==> src/rtl/traffic_source_if.sv <==
// Flit handshake between a traffic source (master) and its sink (slave).
// The master presents req/data; the slave answers with ack in the same cycle.
interface traffic_source_if #(
  parameter int SIZE = 8
);
  logic            req;
  logic            ack;
  logic [SIZE-1:0] data;

  modport master (output req, output data, input ack);
  modport slave  (input req, input data, output ack);
endinterface

==> src/rtl/traffic_source.sv <==
// Packet traffic generator: emits packets of FLITS flits (head + body, tail
// marked in the MSB) over a req/ack handshake, with selectable destination
// policy, inter-packet gap, packet budget and a saturating stall counter.
module traffic_source #(
  parameter int ID         = 0,
  parameter int SIZE       = 8,
  parameter int FLITS      = 8,
  parameter int PACKETS    = 1,
  parameter int DEST_MODE  = 0,
  parameter int DEST       = 0,
  parameter int NDEST_BITS = 2,
  parameter int GAP        = 0,
  parameter int SEED       = 1
) (
  input  logic                clk,
  input  logic                reset,
  input  logic                en,
  traffic_source_if.master    bus,
  output logic                done,
  output logic [15:0]         pkt_count,
  output logic [31:0]         stall_count
);

  localparam int PW    = SIZE - 1;
  localparam int IDX_W = $clog2(FLITS);
  localparam int GAP_W = $clog2(GAP + 2);
  localparam logic [IDX_W-1:0] LAST_IDX = IDX_W'(FLITS - 1);
  localparam logic [15:0] SEED_INIT = (SEED[15:0] == 16'd0) ? 16'd1 : SEED[15:0];

  typedef enum logic [1:0] {S_GAP, S_HEAD, S_BODY, S_DONE} state_t;

  state_t                state;
  logic [GAP_W-1:0]      gap_cnt;
  logic [IDX_W-1:0]      flit_idx;
  logic [15:0]           lfsr_q;
  logic [NDEST_BITS-1:0] rr_q;
  logic                  req_q;
  logic [SIZE-1:0]       data_q;
  logic [PW-1:0]         dest_sel;

  // req and data come straight from flops, so ack never reaches them combinationally.
  assign bus.req  = req_q;
  assign bus.data = data_q;

  function automatic logic [15:0] lfsr_step(input logic [15:0] v);
    return v[0] ? ((v >> 1) ^ 16'hB400) : (v >> 1);
  endfunction

  function automatic logic [SIZE-1:0] head_flit(input logic [PW-1:0] dst);
    return {1'b0, dst};
  endfunction

  function automatic logic [SIZE-1:0] body_flit(input logic [IDX_W-1:0] k);
    logic [31:0] v;
    v = 32'(ID * FLITS) + 32'(k);
    return {(k == LAST_IDX), v[PW-1:0]};
  endfunction

  // Destination for the packet about to start, chosen by the configured policy.
  always_comb begin
    // NOTE: default assignment first so no path leaves dest_sel unassigned (no latch).
    dest_sel = '0;
    case (DEST_MODE)
      1:       dest_sel = PW'(lfsr_q[NDEST_BITS-1:0]);
      2:       dest_sel = PW'(rr_q);
      default: dest_sel = PW'(DEST);
    endcase
  end

  // Packet FSM with registered req/data/done and the two statistics counters.
  always_ff @(posedge clk) begin
    if (!reset) begin
      // NOTE: non-blocking assignments throughout so every register sees pre-edge values.
      state       <= S_GAP;
      gap_cnt     <= GAP_W'(GAP);
      flit_idx    <= '0;
      lfsr_q      <= SEED_INIT;
      rr_q        <= '0;
      req_q       <= 1'b0;
      data_q      <= '0;
      done        <= 1'b0;
      pkt_count   <= '0;
      stall_count <= '0;
    end else begin
      if (req_q && !bus.ack && stall_count != 32'hFFFF_FFFF)
        stall_count <= stall_count + 32'd1;

      case (state)
        S_GAP: begin
          // gap_cnt counts the idle cycles still owed, including this one.
          if (gap_cnt <= GAP_W'(1) && en) begin
            state  <= S_HEAD;
            req_q  <= 1'b1;
            data_q <= head_flit(dest_sel);
            if (DEST_MODE == 2) rr_q <= rr_q + NDEST_BITS'(1);
          end else if (gap_cnt != '0) begin
            gap_cnt <= gap_cnt - GAP_W'(1);
          end
        end

        S_HEAD: begin
          if (bus.ack) begin
            state    <= S_BODY;
            flit_idx <= IDX_W'(1);
            data_q   <= body_flit(IDX_W'(1));
            lfsr_q   <= lfsr_step(lfsr_q);
          end
        end

        S_BODY: begin
          if (bus.ack) begin
            if (flit_idx == LAST_IDX) begin
              pkt_count <= pkt_count + 16'd1;
              flit_idx  <= '0;
              if (PACKETS != 0 && (32'(pkt_count) + 32'd1) == 32'(PACKETS)) begin
                state <= S_DONE;
                req_q <= 1'b0;
                done  <= 1'b1;
              end else if (GAP == 0 && en) begin
                // Back-to-back packet: the head goes out on the very next edge.
                state  <= S_HEAD;
                data_q <= head_flit(dest_sel);
                if (DEST_MODE == 2) rr_q <= rr_q + NDEST_BITS'(1);
              end else begin
                state   <= S_GAP;
                req_q   <= 1'b0;
                gap_cnt <= GAP_W'(GAP);
              end
            end else begin
              flit_idx <= flit_idx + IDX_W'(1);
              data_q   <= body_flit(flit_idx + IDX_W'(1));
            end
          end
        end

        S_DONE: begin
          // Terminal until reset.
        end
      endcase
    end
  end

endmodule

==> src/flat_wrapper.sv <==
// flat-port wrapper written by rule: the top's interface ports become plain ports
module traffic_source_flat 
#(
  parameter int ID         = 0,
  parameter int SIZE       = 8,
  parameter int FLITS      = 8,
  parameter int PACKETS    = 1,
  parameter int DEST_MODE  = 0,
  parameter int DEST       = 0,
  parameter int NDEST_BITS = 2,
  parameter int GAP        = 0,
  parameter int SEED       = 1
)
  (clk, reset, en, done, pkt_count, stall_count, bus_req, bus_data, bus_ack);
  traffic_source_if #(.SIZE(SIZE)) bus_i ();
  input  logic clk;
  input  logic reset;
  input  logic en;
  output logic done;
  output logic [15:0] pkt_count;
  output logic [31:0] stall_count;
  output wire logic [$bits(bus_i.req)-1:0] bus_req;
  output wire logic [$bits(bus_i.data)-1:0] bus_data;
  input wire logic [$bits(bus_i.ack)-1:0] bus_ack;
  assign bus_req = bus_i.req;
  assign bus_data = bus_i.data;
  assign bus_i.ack = bus_ack;
  traffic_source #(.ID(ID), .SIZE(SIZE), .FLITS(FLITS), .PACKETS(PACKETS), .DEST_MODE(DEST_MODE), .DEST(DEST), .NDEST_BITS(NDEST_BITS), .GAP(GAP), .SEED(SEED)) u_core (.clk(clk), .reset(reset), .en(en), .bus(bus_i), .done(done), .pkt_count(pkt_count), .stall_count(stall_count));
endmodule
==> config.mk <==
export PLATFORM = sky130hd
export DESIGN_NAME = traffic_source_flat
export DESIGN_NICKNAME = d
export VERILOG_FILES = /design/src/rtl/traffic_source_if.sv /design/src/rtl/traffic_source.sv /design/src/flat_wrapper.sv
export SDC_FILE = /design/constraint.sdc
export NUM_CORES = 1
export LEC_CHECK = 0
export BUFFER_PORTS_ARGS = -buffer_cell sky130_fd_sc_hd__buf_2
export CELL_PAD_IN_SITES_DETAIL_PLACEMENT = 1
export CELL_PAD_IN_SITES_GLOBAL_PLACEMENT = 1
export CORE_UTILIZATION = 40
export DETAILED_ROUTE_END_ITERATION = 10
export PLACE_DENSITY_LB_ADDON = 0.1
export SETUP_SLACK_MARGIN = 0.2
export SLEW_MARGIN = 5
export SYNTH_ARGS = -nofsm -noshare
export SYNTH_HDL_FRONTEND = slang
export SYNTH_SLANG_ARGS = --single-unit
==> constraint.sdc <==
create_clock -name clk -period 5.8 [get_ports clk]
set_input_delay 0.29 -clock clk [delete_from_list [all_inputs] [get_ports clk]]
set_output_delay 0.29 -clock clk [all_outputs]
set_load 0.01 [all_outputs]
After elaboration in Yosys (flattened, before gate mapping) --
Index checks and enable logic that the tools add are counted.
Storage, ports and cells: flip-flop bits (word level) 64, latch bits 0, RAM bits 0, ROM bits 0, output and inout port bits 58, word-level logic and storage cells 75, memories 0
Cells by class: add/sub/neg operators 5, $mul 0, div/mod/pow operators 0, magnitude comparators 1, eq/ne operators 16, shift operators 0, mux-type cells 30, bitwise operators 0, reduce and logical (&&, ||, !) cells 15
Operators with widths (number):
- 8-bit two-way mux | 6
- 32-bit by 1-bit adder with 32-bit output, second input constant | 1
- 32-bit by 1-bit equality test with 1-bit output, second input constant | 1
- 32-bit != test, second input constant | 1
- 8-bit case mux with 3 select lines | 1
- 16-bit by 1-bit adder with 17-bit output, second input constant | 1
- 16-bit by 1-bit adder with 16-bit output, second input constant | 1
- 6-bit AND reduction | 2
- 1-bit two-way mux | 11
- 2-bit two-way mux | 5
- 2-bit != test, second input constant | 5
- 5-bit AND reduction | 2
- 3-bit two-way mux | 3
- 3-bit equality test, second input constant | 2
- 3-bit != test, second input constant | 2
- 2-bit case mux with 3 select lines | 1
- 3-bit case mux with 2 select lines | 1
- 3-bit AND reduction | 2
- 2-bit by 1-bit != test with 1-bit output, second input constant | 2
- 1-bit case mux with 2 select lines | 2
- 4-bit AND reduction | 1
- 2-bit nonzero test | 2
- 3-bit by 1-bit adder with 3-bit output, second input constant | 1
- 1-bit logical AND | 3
- other kinds (8) | 8

Logic depth before layout (Yosys ltp) --
Gate-level depths: netlist (run 1).
word-level depth 6, gate-level depth with buffers 9

Worst setup path after synthesis (run 1) --
Ideal clock, no wire load.
kind flip-flop to flip-flop, start point register u_core.pkt_count[1], end point register u_core.data_q[0] (netlist: u_core.bus.data[0]), arrival 2.113 ns, path slack 3.567 ns, stages on the path, launching flop included 9, path buffers 0, period minus slack after synthesis 2.233 ns, cells stage by stage dfxtp_1 -> ha_1 -> nand2_1 -> nor3_1 -> o311ai_1 -> or3_4 -> nor4_4 -> a31oi_1 -> a211o_1
Between the ends: longest elaborated chain between the ends 4
Ends and longest elaborated chain:
- start, declared | RTL line traffic_source.sv:20 | output logic [15:0] pkt_count,
- start signal, assigned | RTL line traffic_source.sv:113 | pkt_count <= pkt_count + 16'd1;
- 16-bit by 1-bit adder with 17-bit output | RTL line traffic_source.sv:115 | if (PACKETS != 0 && (32'(pkt_count) + 32'd1) == 32'(PACKETS)) begin
- 32-bit by 1-bit equality test with 1-bit output | RTL line traffic_source.sv:115
- 3-bit != test (no source line)
- 6-bit AND reduction (no source line)
- end signal, assigned | RTL line traffic_source.sv:105 | data_q <= body_flit(IDX_W'(1));
- end signal, assigned | RTL line traffic_source.sv:122 | data_q <= head_flit(dest_sel);
- end signal, assigned | RTL line traffic_source.sv:131 | data_q <= body_flit(flit_idx + IDX_W'(1));
- end, declared | RTL line traffic_source.sv:38 | logic [SIZE-1:0] data_q;
Every way passes these cells. A chain may end at the register's enable or synchronous reset.

Final worst setup path (run 1) --
Ends and elaborated chain as after synthesis.

==> metrics.txt, run 1 <==
# TYPE chip_impl_metric gauge
chip_impl_info{name="run_status",value="finished clean"} 1
chip_impl_metric{name="synth_area_per_cell",unit="um^2"} 8.78
chip_impl_metric{name="finalNetCount",unit=""} 461
chip_impl_metric{name="first_global_vias",unit=""} 2898
chip_impl_metric{name="cellLeakagePower",unit="uW"} 0.00177
chip_impl_metric{name="gp_routability_congestion",unit=""} 0.841
chip_impl_metric{name="cts_max_path_buffers",unit=""} 2
chip_impl_metric{name="timing.critical_path.fanout_max",unit=""} 7
chip_impl_metric{name="cts-hold-fix-buffers",unit=""} 0
chip_impl_metric{name="critPathRequiredTime",unit="ps"} 6030
chip_impl_metric{name="ir_worst_vdd",unit="mV"} 0.0999
chip_impl_metric{name="dp_hpwl",unit="um"} 6060
chip_impl_metric{name="tritoncts.num_buffers",unit=""} 9
chip_impl_metric{name="place_inst",unit=""} 541
chip_impl_metric{name="gr-usage-all-layers",unit="%"} 19.5
chip_impl_metric{name="die-height",unit="um"} 95.5
chip_impl_metric{name="maximum_number_of_pins_on_one_net_before_global_route_repair",unit=""} 64
chip_impl_metric{name="timing.setup.tns",unit="ps"} 0
chip_impl_metric{name="worstSkewPairLatency",unit="ps"} 340
chip_impl_info{name="rsz0062_at_grt",value="false"} 1
chip_impl_metric{name="placed_cell_area",unit="um^2"} 3790
chip_impl_info{name="hold_crit_path_type",value="in2reg"} 1
chip_impl_metric{name="clk_pin_slew_worst_paths",unit="ps"} 70
chip_impl_metric{name="post_synth_num_cell_types",unit=""} 59
chip_impl_metric{name="cts.htree.levels",unit=""} 3
chip_impl_metric{name="antenna_cells",unit=""} 0
chip_impl_metric{name="antenna_left",unit=""} 0
chip_impl_metric{name="initial_core_util",unit="%"} 41.9
chip_impl_info{name="tritoncts_clock_tree",value="yes"} 1
chip_impl_info{name="critPathSlowestCell",value="dfxtp_1"} 1
chip_impl_metric{name="post-synth-top-area-fraction",unit="%"} 33.8
chip_impl_metric{name="grt_first_pass_wirelength",unit="um"} 13800
chip_impl_metric{name="finalWirelength",unit="um"} 8440
chip_impl_metric{name="synthesis.instances",unit=""} 398
chip_impl_info{name="synth-main-ff-cell",value="dfxtp_1"} 1
chip_impl_metric{name="postSynthRegisterBits",unit=""} 59
chip_impl_info{name="worstPathCellList",value="ha_1, nand3_1, nor3_1, mux2i_1, nand2_1, nor4_4, a31oi_1, a211o_1"} 1
chip_impl_metric{name="detailedRoute.firstPassIterationCount",unit=""} 4
chip_impl_metric{name="drc",unit=""} 0
chip_impl_metric{name="number_of_filler_cells_placed_in_the_layout",unit=""} 1059
chip_impl_metric{name="total_setup_buffers_inserted_after_cts",unit=""} 0
chip_impl_metric{name="netlist_area",unit="um^2"} 3490
chip_impl_metric{name="worst_clock_skew",unit="ps"} 5.22
chip_impl_metric{name="period_share",unit="%"} 43.5
chip_impl_metric{name="drt_iter0_drc",unit=""} 60
chip_impl_metric{name="power_density",unit="nW/um^2"} 218
chip_impl_metric{name="worst_slew_margin_rel",unit="%"} 38.0
chip_impl_info{name="worst-setup-path-type",value="reg2reg"} 1
chip_impl_metric{name="vias_per_cell",unit=""} 5.35
chip_impl_metric{name="design.core.area",unit="um^2"} 8340
chip_impl_info{name="clock-root-buffer",value="clkbuf_8"} 1
chip_impl_metric{name="timing.critical_path.arrival",unit="ps"} 2750
chip_impl_metric{name="period_minus_slack",unit="ps"} 2520
chip_impl_metric{name="io_buffers",unit=""} 57
chip_impl_metric{name="cts.sinks",unit=""} 59
chip_impl_info{name="synth.area.top_cells",value="dfxtp_1, and2_1, xnor2_1, xor2_1, nand2_1"} 1
chip_impl_metric{name="avgRoutedWirePerCell",unit="um"} 15.2
chip_impl_metric{name="die_x",unit="um"} 95.5
chip_impl_info{name="synth_top_cell_by_area",value="dfxtp_1"} 1
chip_impl_metric{name="design_power_total",unit="uW"} 863
chip_impl_metric{name="place_ws",unit="ps"} 3280
chip_impl_metric{name="row_count",unit=""} 33
chip_impl_metric{name="hold_viol_final",unit=""} 0
chip_impl_metric{name="worst_max_slew_pin_slew",unit="ps"} 930
chip_impl_metric{name="grt_antenna_before_repair",unit=""} 0
chip_impl_metric{name="gr-total-overflow",unit=""} 0
chip_impl_metric{name="critical-path-max-stage-delay",unit="ps"} 430
chip_impl_metric{name="seq_area_frac_synth",unit="%"} 33.8
chip_impl_metric{name="area_growth_syn_to_layout",unit="%"} 13.4
chip_impl_metric{name="final_critical_path_setup_slack",unit="ps"} 3280
chip_impl_metric{name="async_reset_ff_share",unit="%"} 0
chip_impl_metric{name="fmax",unit="MHz"} 396
chip_impl_info{name="worst_setup_path_end_kind",value="flop"} 1
chip_impl_metric{name="finalInstanceArea",unit="um^2"} 3960
chip_impl_info{name="critPathLaunchType",value="flop"} 1
chip_impl_metric{name="io_pins",unit=""} 62
chip_impl_metric{name="cts.repair.resized",unit=""} 0
chip_impl_metric{name="synth_edf_count",unit=""} 0
chip_impl_metric{name="final-setup-viol-count",unit=""} 0
chip_impl_metric{name="floorplan.die_area",unit="um^2"} 9110
chip_impl_metric{name="instances_no_fill",unit=""} 556
chip_impl_metric{name="drv_cap",unit=""} 0
chip_impl_metric{name="yosys_warnings",unit=""} 0
chip_impl_metric{name="route.vias.total",unit=""} 2973
chip_impl_metric{name="slew_viol_final",unit=""} 0
chip_impl_metric{name="post_route_cells_drive_above_1_share",unit="%"} 20.0
==> worst max-delay path: cells and delay by family (launching register included) <==
| family | cells | cell delay [ps] |
|---|---|---|
| AO/OA/AOI/OAI | 2 | 400 |
| adder cells (fa/ha/maj) | 1 | 280 |
| flip-flops | 1 | 430 |
| multiplexers | 1 | 300 |
| AND/OR/NAND/NOR | 4 | 1000 |
==> where the power goes <==
group | internal, uW | leakage (uW) | switching (uW)
clock | 195 | 0.0000902 | 167
combinational | 30.7 | 0.00120 | 48.3
sequential | 413 | 0.000476 | 8.96
total | 639 | 0.00177 | 224
==> cell families after synthesis <==
group	after synthesis	share of synthesized area (%)
xor gates and xnor gates	45	11.3
AOI/OAI and AO/OA	49	9.17
buffers and inverters	29	4.62
adders and majority gates	10	3.58
muxes	3	0.860
DFF	59	33.8
and+or+nand+nor	202	36.6
other	1	0.107
==> worst paths after layout <==
path | startpoint | end | slack (ps) | depth (start not counted)
min | en | u_core.bus.req | 310 | 3
max reg2reg | u_core.pkt_count[1] | u_core.bus.data[0] | 3280 | 8
max | u_core.pkt_count[1] | u_core.bus.data[0] | 3280 | 8
min reg2reg | u_core.bus.data[1] | u_core.bus.data[1] | 480 | 2
==> cell usage after synthesis (5+ instances only) <==
master / number
a21boi_0: 10
and2_1: 41
and3_1: 9
buf_4: 5
clkbuf_1: 10
dfxtp_1: 59
ha_1: 10
inv_1: 7
nand2_1: 41
nand3_1: 15
nand4_1: 9
nor2_1: 16
nor2b_1: 8
nor3_1: 12
nor4_1: 5
o21ai_0: 19
or3_1: 9
xnor2_1: 26
xor2_1: 19
==> layout make-up <==
class,count,area (um^2),area share [%]
sequential,59,1180,29.8
inverter,7,26.3,0.663
timing repair buffer,57,285,7.20
tap,105,131,3.32
clock buffer,12,135,3.41
multi-input combinational,313,2160,54.6
clock inverter,3,40.0,1.01
==> metrics by stage <==
step                      hold WS (ps)  util (%)
after global placement             453      45.4
after detailed placement           472      45.4
after global routing               323      47.5
final                              313      47.5
after CTS                          297      47.5
after floorplan                    468         -
==> layer usage <==
layer,wire (um),global-route usage [%],vias up
li1,-,-,1475
met1,4050,24.5,1436
met2,4000,33.0,52
met3,254,3.43,10
met4,127,7.46,0
met5,0,0,-
==> sequential cells by signal, summed over array words and instances, names as in the netlist <==
name and count:
u_core.bus.data 4, u_core.stall_count 32, u_core.pkt_count 16, u_core.state 2
u_core.flit_idx 3, u_core.done 1, u_core.bus.req 1
==> cells in the final DEF, fill, tap and decap left out, drive strengths merged, types with 7 or more instances in the layout <==
| master | instances |
|---|---|
| inv | 7 |
| nor2 | 17 |
| a21boi | 11 |
| nand3 | 16 |
| and3 | 9 |
| dfxtp | 59 |
| or3 | 10 |
| o21ai | 20 |
| xor2 | 19 |
| ha | 10 |
| buf | 57 |
| clkbuf | 12 |
| and2 | 42 |
| nor4 | 9 |
| nand2 | 41 |
| xnor2 | 26 |
| nor2b | 8 |
| nor3 | 15 |
| nand4 | 14 |
Power figures use the tool's default switching activity.
==> inputs of run 2 (changes only) <==
- CORE_UTILIZATION: 40 -> 38
- clock period: 5.8 -> 2.2 ns (I/O delays scaled with it)
==> metrics.txt, run 2 (same netlist as run 1, synthesis figures left out) <==
# TYPE chip_impl_metric gauge
chip_impl_metric{name="design_power_total",unit="uW"} 2320
chip_impl_info{name="largest_register_by_flop_count",value="u_core.stall_count"} 1
chip_impl_info{name="critPathSlowestCell",value="dfxtp_4"} 1
chip_impl_metric{name="row_count",unit=""} 34
chip_impl_info{name="hold_start",value="bus_ack"} 1
chip_impl_metric{name="antenna_cells",unit=""} 0
chip_impl_info{name="worst-setup-path-type",value="reg2reg"} 1
chip_impl_metric{name="reg2reg_depth",unit=""} 7
chip_impl_metric{name="ir_worst_vdd",unit="mV"} 0.288
chip_impl_metric{name="net-switching-power",unit="uW"} 635
chip_impl_metric{name="area_growth_syn_to_layout",unit="%"} 36.2
chip_impl_metric{name="io_pins",unit=""} 62
chip_impl_metric{name="worstSkewPairLatency",unit="ps"} 350
chip_impl_info{name="worstPathCellList",value="nand4_2, nor3_1, xor2_1, nand2b_1, nor4_4, a31oi_1, a211o_1"} 1
chip_impl_metric{name="finalNetCount",unit=""} 522
chip_impl_metric{name="power.switching_fraction",unit="%"} 27.3
chip_impl_metric{name="drc",unit=""} 7
chip_impl_metric{name="finalInstanceArea",unit="um^2"} 4760
chip_impl_metric{name="grt_antenna_before_repair",unit=""} 0
chip_impl_info{name="crit-reg2reg-launch",value="u_core.pkt_count[5]"} 1
chip_impl_info{name="min_delay_worst_endpoint",value="u_core.flit_idx[0]"} 1
chip_impl_metric{name="slew_viol_final",unit=""} 0
chip_impl_info{name="clock-root-buffer",value="clkbuf_8"} 1
chip_impl_metric{name="critPathRequiredTime",unit="ps"} 2430
chip_impl_metric{name="met2_wirelength",unit="um"} 5020
chip_impl_metric{name="first_global_vias",unit=""} 3205
chip_impl_info{name="dr.max_layer_used",value="met4"} 1
chip_impl_metric{name="die-height",unit="um"} 97.9
chip_impl_metric{name="gp_routability_congestion",unit=""} 0.889
chip_impl_metric{name="instances_no_fill",unit=""} 621
chip_impl_metric{name="maximum_number_of_pins_on_one_net_before_global_route_repair",unit=""} 44
chip_impl_metric{name="gr-total-overflow",unit=""} 0
chip_impl_metric{name="critical-path-max-stage-delay",unit="ps"} 420
chip_impl_metric{name="clk_pin_slew_worst_paths",unit="ps"} 80
chip_impl_metric{name="place_inst",unit=""} 579
chip_impl_info{name="worst_setup_path_end_kind",value="flop"} 1
chip_impl_info{name="rsz0062_at_grt",value="true"} 1
chip_impl_info{name="run_status",value="finished, violations left"} 1
chip_impl_metric{name="placed_cell_area",unit="um^2"} 4100
chip_impl_metric{name="cts.htree.levels",unit=""} 3
chip_impl_metric{name="worst-r2r-setup-slack",unit="ps"} 90
chip_impl_metric{name="grt_first_pass_wirelength",unit="um"} 15800
chip_impl_metric{name="combinationalPowerShare",unit="%"} 10.3
chip_impl_metric{name="timing.critical_path.arrival",unit="ps"} 2340
chip_impl_info{name="mostFrequentLayoutCells",value="buf_2, buf_4, and2_1"} 1
chip_impl_metric{name="cellLeakagePower",unit="uW"} 0.00217
chip_impl_info{name="terminus_of_the_critical_flop_to_flop_path",value="u_core.bus.data[0]"} 1
chip_impl_info{name="hold_crit_path_type",value="in2reg"} 1
chip_impl_metric{name="timing.critical_path.fanout_max",unit=""} 6
chip_impl_metric{name="power_density",unit="nW/um^2"} 488
chip_impl_metric{name="dp_hpwl",unit="um"} 6530
chip_impl_metric{name="period_minus_slack",unit="ps"} 2110
chip_impl_metric{name="wl_met1",unit="um"} 4490
chip_impl_metric{name="seq_power_share",unit="%"} 47.1
chip_impl_info{name="tritoncts_clock_tree",value="yes"} 1
chip_impl_metric{name="tritoncts.num_buffers",unit=""} 9
chip_impl_metric{name="clock_power_share",unit="%"} 42.6
chip_impl_metric{name="final-setup-viol-count",unit=""} 0
chip_impl_metric{name="period_share",unit="%"} 95.9
chip_impl_metric{name="cts_max_path_buffers",unit=""} 2
chip_impl_metric{name="vias_per_cell",unit=""} 5.19
chip_impl_info{name="cp_top_family",value="simple AND/OR/NAND/NOR gates"} 1
chip_impl_metric{name="flip_flop_count_of_the_largest_register_all_copies_and_words_added",unit=""} 32
chip_impl_metric{name="drv_cap",unit=""} 0
chip_impl_metric{name="drt_iter0_drc",unit=""} 76
chip_impl_metric{name="avgRoutedWirePerCell",unit="um"} 16.0
chip_impl_info{name="critPathLaunchType",value="flop"} 1
chip_impl_metric{name="antenna_left",unit=""} 0
chip_impl_metric{name="gr-usage-all-layers",unit="%"} 20.6
chip_impl_metric{name="cts-hold-fix-buffers",unit=""} 0
chip_impl_metric{name="met3RoutedLength",unit="um"} 265
chip_impl_metric{name="design.core.area",unit="um^2"} 8810
chip_impl_metric{name="hold_viol_final",unit=""} 0
chip_impl_metric{name="io_buffers",unit=""} 57
chip_impl_metric{name="die_x",unit="um"} 97.9
chip_impl_metric{name="route.vias.total",unit=""} 3223
chip_impl_metric{name="power.internal",unit="uW"} 1690
chip_impl_metric{name="timing.setup.tns",unit="ps"} 0
chip_impl_metric{name="critical_path_buf_inv_count",unit=""} 0
chip_impl_metric{name="worst_clock_skew",unit="ps"} 10.7
chip_impl_metric{name="detailedRoute.firstPassIterationCount",unit=""} 9
chip_impl_metric{name="timing.hold.worst_path_depth",unit=""} 3
chip_impl_metric{name="fmax",unit="MHz"} 474
chip_impl_metric{name="floorplan.die_area",unit="um^2"} 9580
chip_impl_metric{name="cts.sinks",unit=""} 59
chip_impl_metric{name="initial_core_util",unit="%"} 39.7
chip_impl_metric{name="finalWirelength",unit="um"} 9950
chip_impl_metric{name="post_route_cells_drive_above_1_share",unit="%"} 43.7
chip_impl_info{name="failed_checks",value="DRC"} 1
==> run 2: cell types whose count changed in the layout (fill, tap and decap cells not counted), sizes merged <==
cell    previous run  this run
nand4             14        15
clkbuf            12        11
buf               57       117
clkinv             2         4
==> run 2: power groups by stage <==
stage | clock network [uW] | logic (uW) | registers [uW]
after floorplan | 0 | 159 | 1130
after global placement | 0 | 218 | 1130
after detailed placement | 0 | 223 | 1130
after CTS | 1020 | 227 | 1100
after global routing | 1060 | 273 | 1100
final | 989 | 239 | 1090
==> run 2: worst max path at each step <==
stage                   startpoint                 end  slack [ps]  cells past startpoint
2_1_floorplan  u_core.pkt_count[2]  u_core.bus.data[0]         120                      8
3_3_place_gp   u_core.pkt_count[4]  u_core.bus.data[1]          30                      7
3_5_place_dp   u_core.pkt_count[4]  u_core.bus.data[1]         -40                      7
4_1_cts        u_core.pkt_count[1]  u_core.bus.data[0]         100                      8
5_1_grt        u_core.pkt_count[2]  u_core.bus.data[0]          -6                      7
6_report       u_core.pkt_count[5]  u_core.bus.data[0]          90                      7
==> run 2: metal layers <==
metal	vias to the layer above	track usage, %
li1	1592	-
met1	1565	24.9
met2	52	35.7
met3	14	3.36
met4	0	9.56
met5	-	0
==> run 2: tightest hold or removal path, cell delays in order <==
cell	delay, ps
buf_2	160
o21ai_0	80
a21boi_0	80
==> run 2: cell type report <==
| type | count | area (um^2) |
|---|---|---|
| clock inverter | 5 | 53.8 |
| multi-input combinational | 314 | 2410 |
| tap | 108 | 135 |
| sequential | 59 | 1260 |
| inverter | 7 | 26.3 |
| clock buffer | 11 | 131 |
| timing repair buffer | 117 | 737 |
| fill | 1027 | 4050 |
==> run 2: repair_timing <==
action                                 in CTS  in global routing
resized for setup                          32                 54
setup buffers                               9                 16
endpoints found under the hold margin       0                  0
setup endpoints to repair                  19                 37
cloned                                      1                  0
pin swaps                                  18                 16
==> run 2: per-stage QoR <==
step,worst slack [ps],hold slack (ps),util [%]
after floorplan,124,288,-
after global placement,25.1,457,46.5
after detailed placement,-37.7,463,46.5
after CTS,97.2,125,50.9
after global routing,-5.51,155,54.0
final,89.4,134,54.0
